[src/rtl/audio_i2s_tx_pkg.sv]
// rtl/audio_i2s_tx_pkg.sv - shared constants and helpers for the I2S audio transmitter
//
// Purpose: sample width, frame counter width, clock tap positions on the frame
// counter, word-select polarity, and the slot-to-bit-index helper.
package audio_i2s_tx_pkg;

  localparam int SAMPLE_W = 16;
  localparam int CNT_W    = 9;

  // Bit positions of the frame counter that directly drive the output clocks.
  localparam int MCLK_TAP = 1;   // clk/4
  localparam int SCK_TAP  = 3;   // clk/16
  localparam int LRCK_TAP = 8;   // clk/512

  // Word-select polarity.
  localparam logic LRCK_LEFT  = 1'b0;
  localparam logic LRCK_RIGHT = 1'b1;

  // With the one-SCK I2S delay, slot s (1..31) carries bit (16 - s) mod 16 of
  // its word: slots 1..16 walk frame_l[15..0], slots 17..31 walk frame_r[15..1].
  function automatic logic [3:0] slot_bit_idx(input logic [4:0] slot);
    return 4'd0 - slot[3:0];
  endfunction

endpackage

[src/rtl/audio_i2s_tx_clk_gen.sv]
// rtl/audio_i2s_tx_clk_gen.sv - free-running frame counter and I2S clock taps
//
// Purpose: 9-bit counter (+1 per clk, wraps 511 -> 0) whose bits drive the
// DAC clocks directly, so all clocks come straight from flops.
// Ports:
//   clk_i        system clock
//   rst_ni       asynchronous active-low reset
//   cnt_o        current counter value
//   mclk_o       master clock, clk/4
//   sck_o        bit clock, clk/16
//   lrck_o       word select, clk/512 (low = left)
//   frame_end_o  high in the last cycle of a frame (cnt = 511)
module audio_clk_gen
  import audio_i2s_tx_pkg::*;
(
  input  logic             clk_i,
  input  logic             rst_ni,
  output logic [CNT_W-1:0] cnt_o,
  output logic             mclk_o,
  output logic             sck_o,
  output logic             lrck_o,
  output logic             frame_end_o
);

  logic [CNT_W-1:0] cnt_q;
  logic [CNT_W-1:0] cnt_d;

  assign cnt_d = cnt_q + 1'b1;

  always_ff @(posedge clk_i or negedge rst_ni) begin
    if (!rst_ni) begin
      cnt_q <= '0;
    end else begin
      cnt_q <= cnt_d;
    end
  end

  assign cnt_o       = cnt_q;
  assign mclk_o      = cnt_q[MCLK_TAP];
  assign sck_o       = cnt_q[SCK_TAP];
  assign lrck_o      = cnt_q[LRCK_TAP] ? LRCK_RIGHT : LRCK_LEFT;
  assign frame_end_o = &cnt_q;

endmodule

[src/rtl/audio_i2s_tx.sv]
// rtl/audio_i2s_tx.sv - stereo I2S transmitter with per-frame sample latch and mute
//
// Purpose: latches one stereo sample per 512-clk frame and shifts it out in
// I2S format (MSB first, data one SCK behind word select).
// Ports:
//   clk          100 MHz system clock
//   rst_n        asynchronous active-low reset
//   audio_left   left sample, captured only when sample_req is high
//   audio_right  right sample, captured only when sample_req is high
//   mute         zeroes the captured frame when high in the sample_req cycle
//   sample_req   one-cycle pulse, the cycle in which inputs are captured
//   audio_mclk   DAC master clock, clk/4
//   audio_sck    serial bit clock, clk/16
//   audio_lrck   word select, low = left, high = right
//   audio_sdin   serial data, changes on SCK falling edges
module audio_i2s_tx #(
  parameter int SAMPLE_W = audio_i2s_tx_pkg::SAMPLE_W
) (
  input  logic                clk,
  input  logic                rst_n,
  input  logic [SAMPLE_W-1:0] audio_left,
  input  logic [SAMPLE_W-1:0] audio_right,
  input  logic                mute,
  output logic                sample_req,
  output logic                audio_mclk,
  output logic                audio_sck,
  output logic                audio_lrck,
  output logic                audio_sdin
);

  import audio_i2s_tx_pkg::*;

  logic [CNT_W-1:0]    cnt;
  logic                frame_end;

  logic [SAMPLE_W-1:0] frame_l_q, frame_l_d;
  logic [SAMPLE_W-1:0] frame_r_q, frame_r_d;
  logic                prev_r0_q, prev_r0_d;
  logic                sdin_q, sdin_d;

  logic [4:0]          next_slot;
  logic [3:0]          bit_idx;
  logic                slot_last_clk;

  audio_clk_gen u_clk_gen (
    .clk_i       (clk),
    .rst_ni      (rst_n),
    .cnt_o       (cnt),
    .mclk_o      (audio_mclk),
    .sck_o       (audio_sck),
    .lrck_o      (audio_lrck),
    .frame_end_o (frame_end)
  );

  // sdin only moves on the edge that starts a new slot (SCK falling), so the
  // bit is chosen for the slot about to begin.
  assign slot_last_clk = (cnt[3:0] == 4'hF);
  assign next_slot     = cnt[CNT_W-1:4] + 5'd1;
  assign bit_idx       = slot_bit_idx(next_slot);

  always_comb begin
    frame_l_d = frame_l_q;
    frame_r_d = frame_r_q;
    prev_r0_d = prev_r0_q;
    sdin_d    = sdin_q;

    if (frame_end) begin
      frame_l_d = mute ? '0 : audio_left;
      frame_r_d = mute ? '0 : audio_right;
      prev_r0_d = frame_r_q[0];
    end

    // Selecting from the _d values lets slot 0 pick up the right LSB that is
    // being retired on the very same wrap edge.
    if (slot_last_clk) begin
      if (next_slot == 5'd0) begin
        sdin_d = prev_r0_d;
      end else if (next_slot <= 5'd16) begin
        sdin_d = frame_l_d[bit_idx];
      end else begin
        sdin_d = frame_r_d[bit_idx];
      end
    end
  end

  always_ff @(posedge clk or negedge rst_n) begin
    if (!rst_n) begin
      frame_l_q <= '0;
      frame_r_q <= '0;
      prev_r0_q <= 1'b0;
      sdin_q    <= 1'b0;
    end else begin
      frame_l_q <= frame_l_d;
      frame_r_q <= frame_r_d;
      prev_r0_q <= prev_r0_d;
      sdin_q    <= sdin_d;
    end
  end

  assign sample_req = frame_end;
  assign audio_sdin = sdin_q;

endmodule

[config.mk]
export PLATFORM = sky130hd
export DESIGN_NAME = audio_i2s_tx
export DESIGN_NICKNAME = d
export VERILOG_FILES = /design/src/rtl/audio_i2s_tx_pkg.sv /design/src/rtl/audio_i2s_tx_clk_gen.sv /design/src/rtl/audio_i2s_tx.sv
export SDC_FILE = /design/constraint.sdc
export NUM_CORES = 1
export LEC_CHECK = 0
export ABC_AREA = 1
export BUFFER_PORTS_ARGS = -buffer_cell sky130_fd_sc_hd__clkbuf_2
export CORE_UTILIZATION = 50
export DETAILED_ROUTE_END_ITERATION = 6
export GPL_TIMING_DRIVEN = 0
export PLACE_DENSITY_LB_ADDON = 0.3
export SYNTH_ARGS = -nofsm -noshare
export SYNTH_HDL_FRONTEND = slang
export SYNTH_SLANG_ARGS = --single-unit
[constraint.sdc]
create_clock -name clk -period 1.9 [get_ports clk]
set_input_delay 0.38 -clock clk [delete_from_list [all_inputs] [get_ports clk]]
set_output_delay 0.38 -clock clk [all_outputs]
set_load 0.05 [all_outputs]
==> flow_metrics.py <==
metrics = {
    "critical_path": {
        "timing.critical_path.from": "u_clk_gen.cnt_o[4]$_DFF_PN0_",
        "crit_arrival_ns": 2.44,
        "worstSetupPathType": "flip-flop to flip-flop",
        "timing.rr.start": "u_clk_gen.cnt_o[4]$_DFF_PN0_",
        "cp_cell_sequence": "ha_2 -> nand2_2 -> inv_2 -> nand2_4 -> nor2_4 -> ha_4 -> buf_6 -> inv_6 -> nor2_4 -> buf_6 -> nand2_1 -> nand3_2 -> nand3_2 -> nand2_1 -> nand3_1 -> nand2_1 -> nand2_1 -> nand3_1 -> nand2_1 -> inv_1",
        "r2r_slack_ns": -0.31,
        "endpoint_kind": "flip-flop",
        "cp_slowest_cell": "dfrtp_1",
        "crit_fanout": 6,
        "critPathRequiredTime_ns": 2.14,
        "path_common_cell": "nand2_1",
        "critical_path.max_stage_delay_ns": 0.36,
        "critPathLaunchType": "flip-flop",
        "reg2reg_depth": 20,
        "worstReg2RegEnd": "audio_sdin$_DFFE_PN0N_",
    },
    "cells_and_area": {
        "fillers": 367,
        "synthToLayoutAreaGrowth_pct": 25.0,
        "nNetsFinal": 372,
        "final_cells": 385,
        "diodes": 0,
        "drive_gt1_share_pct": 28.1,
    },
    "route": {
        "vias_per_cell": 4.91,
        "drc": 0,
        "wirelength_um": 4710,
        "vias": 1891,
        "antenna_left": 0,
        "drt_first_pass_iters": 4,
        "wl_per_cell_um": 12.2,
        "drtIter0Drc": 106,
    },
    "synth": {
        "synth_most_common_cell": "nand2_1",
        "netlist_area_mm2": 0.00219,
        "synth_flop_cell": "dfrtp_1",
        "synthArstFlopShare_pct": 100,
        "synth_cell_types": 21,
        "synth_warnings": 0,
        "yosysTopAreaCell": "dfrtp_1",
        "synth_seq_cells": 43,
        "synth_edf_count": 0,
        "synth_top_area_share_pct": 49.0,
        "syn-num-nets": 317,
        "synth_cells": 279,
        "synth_seq_area_share_pct": 49.0,
        "synth_area_per_cell_um2": 7.87,
        "yosys-top-cells-count": "123 x nand2_1, 44 x nand3_1, 43 x dfrtp_1",
        "synth_area_leaders": "dfrtp_1 49%, nand2_1 21%, nand3_1 10%, nor2_1 2.2%, a21oi_1 2.1%",
    },
    "placed_design": {
        "port_buffers": 39,
        "place_congestion": 0.802,
        "dpl.hpwl_um": 3280,
        "place_inst": 368,
    },
    "clock_tree": {
        "ctsHoldBuffers": 0,
        "htreeDepth": 2,
        "cts_sinks": 43,
        "cts_tree": "yes",
        "cts_inserted_buffers": 5,
        "root_buffer": "clkbuf_8",
        "clk_latency_ns": 0.30,
        "clk_pin_slew_worst_paths_ns": 0.08,
        "clockBufferDepth": 2,
    },
    "floorplan": {
        "row_count": 23,
        "die_w_um": 68.3,
        "dieArea_mm2": 0.00466,
        "io_pins": 40,
        "design.core.area_mm2": 0.00412,
        "initial_core_util_pct": 53.3,
        "fp.dieH_um": 68.3,
    },
    "sta": {
        "fmax_mhz": 453,
        "final_max_slew_viol_count": 0,
        "fin_skew_ns": 0.00658,
        "rsz0062_at_grt": "true",
        "hold_viol_final": 0,
        "relSlewSlack_pct": 31.0,
        "worst_pin_slew_ns": 1.03,
        "min_period_ns": 2.21,
        "whs_ns": 0.248,
        "setup-violations-final": 2,
        "post-route-period-util_pct": 116,
        "layout_setup_ws_ns": -0.306,
    },
    "global_routing": {
        "grt_overflow": 0,
        "antenna_found_initial": 0,
        "grt_usage_pct": 23.2,
        "grt_pass1_wl_um": 7650,
        "grt_max_degree": 44,
        "first_global_vias": 1660,
    },
    "outcome": {
        "status": "finished with violations",
        "violations": "negative setup slack",
    },
    "min_path": {
        "hold_path_class": "primary input to async pin",
    },
    "power_and_ir_drop": {
        "p_per_area_mw_per_mm2": 584,
        "total_power_mw": 1.60,
        "peakVddDrop_mv": 0.386,
        "leakage_nw": 1.37,
    },
    "job": {
        "cap_violations": 0,
    },
}
-- logic make-up after synthesis --
logic type	synth area share, %
buffers and inverters	6.61
adder cells (fa/ha/maj)	1.71
flip-flops	49.0
AO/OA/AOI/OAI	2.85
XOR/XNOR	3.19
AND/OR/NAND/NOR	36.6
-- registers in the layout, summed over array words and instances (netlist names) --
| signal | cells |
|---|---|
| u_clk_gen.cnt_o | 9 |
| audio_sdin | 1 |
| prev_r0_q | 1 |
| frame_r_q | 16 |
| frame_l_q | 16 |
-- power breakdown --
group	internal (mW)	switching [mW]	leakage [nW]
Sequential	0.914	0	0.411
Clock	0.332	0.299	0.0515
Combinational	0.0255	0.0310	0.907
-- worst max-delay path by stage --
stage          slack (ns)                endpoint  cells after the start
3_5_place_dp        -0.48  audio_sdin$_DFFE_PN0N_                     19
6_report            -0.31  audio_sdin$_DFFE_PN0N_                     20
4_1_cts             -0.31  audio_sdin$_DFFE_PN0N_                     20
3_3_place_gp        -0.45  audio_sdin$_DFFE_PN0N_                     19
5_1_grt             -0.46  audio_sdin$_DFFE_PN0N_                     20
2_1_floorplan       -0.29  audio_sdin$_DFFE_PN0N_                     18
-- placed cells by master, fill, tap and decap left out --
cell type and count:
o211ai_1 1, ha_2 1, inv_6 1, clkbuf_8 7, inv_1 10, a21oi_1 7
nand3_2 3, dfrtp_2 2, clkbuf_2 38, buf_2 1, dfrtp_1 41, ha_4 2
nor2_1 12, nor2_4 3, xor2_1 5, nand3_4 1, buf_6 7, xnor2_1 3
nand2_4 2, inv_2 4, nand2_1 118, o21ai_0 2, nand2_2 6, a21oi_2 2
buf_8 1, nand4_1 1, clkbuf_1 1, nor2_8 1, nand3_1 40, buf_4 12
-- timing repair --
action / CTS / global route
buffers inserted: 6 / 1
cloned: 2 / 0
endpoints found under the setup margin: 2 / 2
pin swaps: 12 / 3
resized for setup: 19 / 4
-- stage by stage --
stage / setup WS, ns / TNS (ns) / util [%] / instance area, um^2
2_1_floorplan: -0.294 / -0.294 / - / 2250
3_3_place_gp: -0.449 / -0.449 / 60.9 / 2510
3_5_place_dp: -0.484 / -0.484 / 60.9 / 2510
4_1_cts: -0.314 / -0.331 / 66.2 / 2720
5_1_grt: -0.464 / -0.533 / 66.6 / 2740
6_report: -0.306 / -0.310 / 66.6 / 2740
-- per-layer routing --
layer  GRT usage, %  share of wire [%]
met4           7.03                1.3
met1           31.9                 50
met2           35.9                 46
met3           5.50                3.3
met5              0                  0
-- final cells by class --
type	instances	area (um^2)	area share (%)
buffer	11	98.8	3.60
multi-input combinational	210	1060	38.7
inverter	15	61.3	2.24
sequential	43	1080	39.3
timing repair buffer	48	280	10.2
clock buffer	8	100	3.65
tap	50	62.6	2.28
-- critical path, delay by kind of cell, from the launching register on --
| family | cells | cell delay [ns] |
|---|---|---|
| AND/OR/NAND/NOR | 13 | 1.02 |
| buffers and inverters | 5 | 0.44 |
| flip-flops | 1 | 0.36 |
| adder cells (fa/ha/maj) | 2 | 0.32 |
No activity file was read; power rests on OpenSTA's default activity.
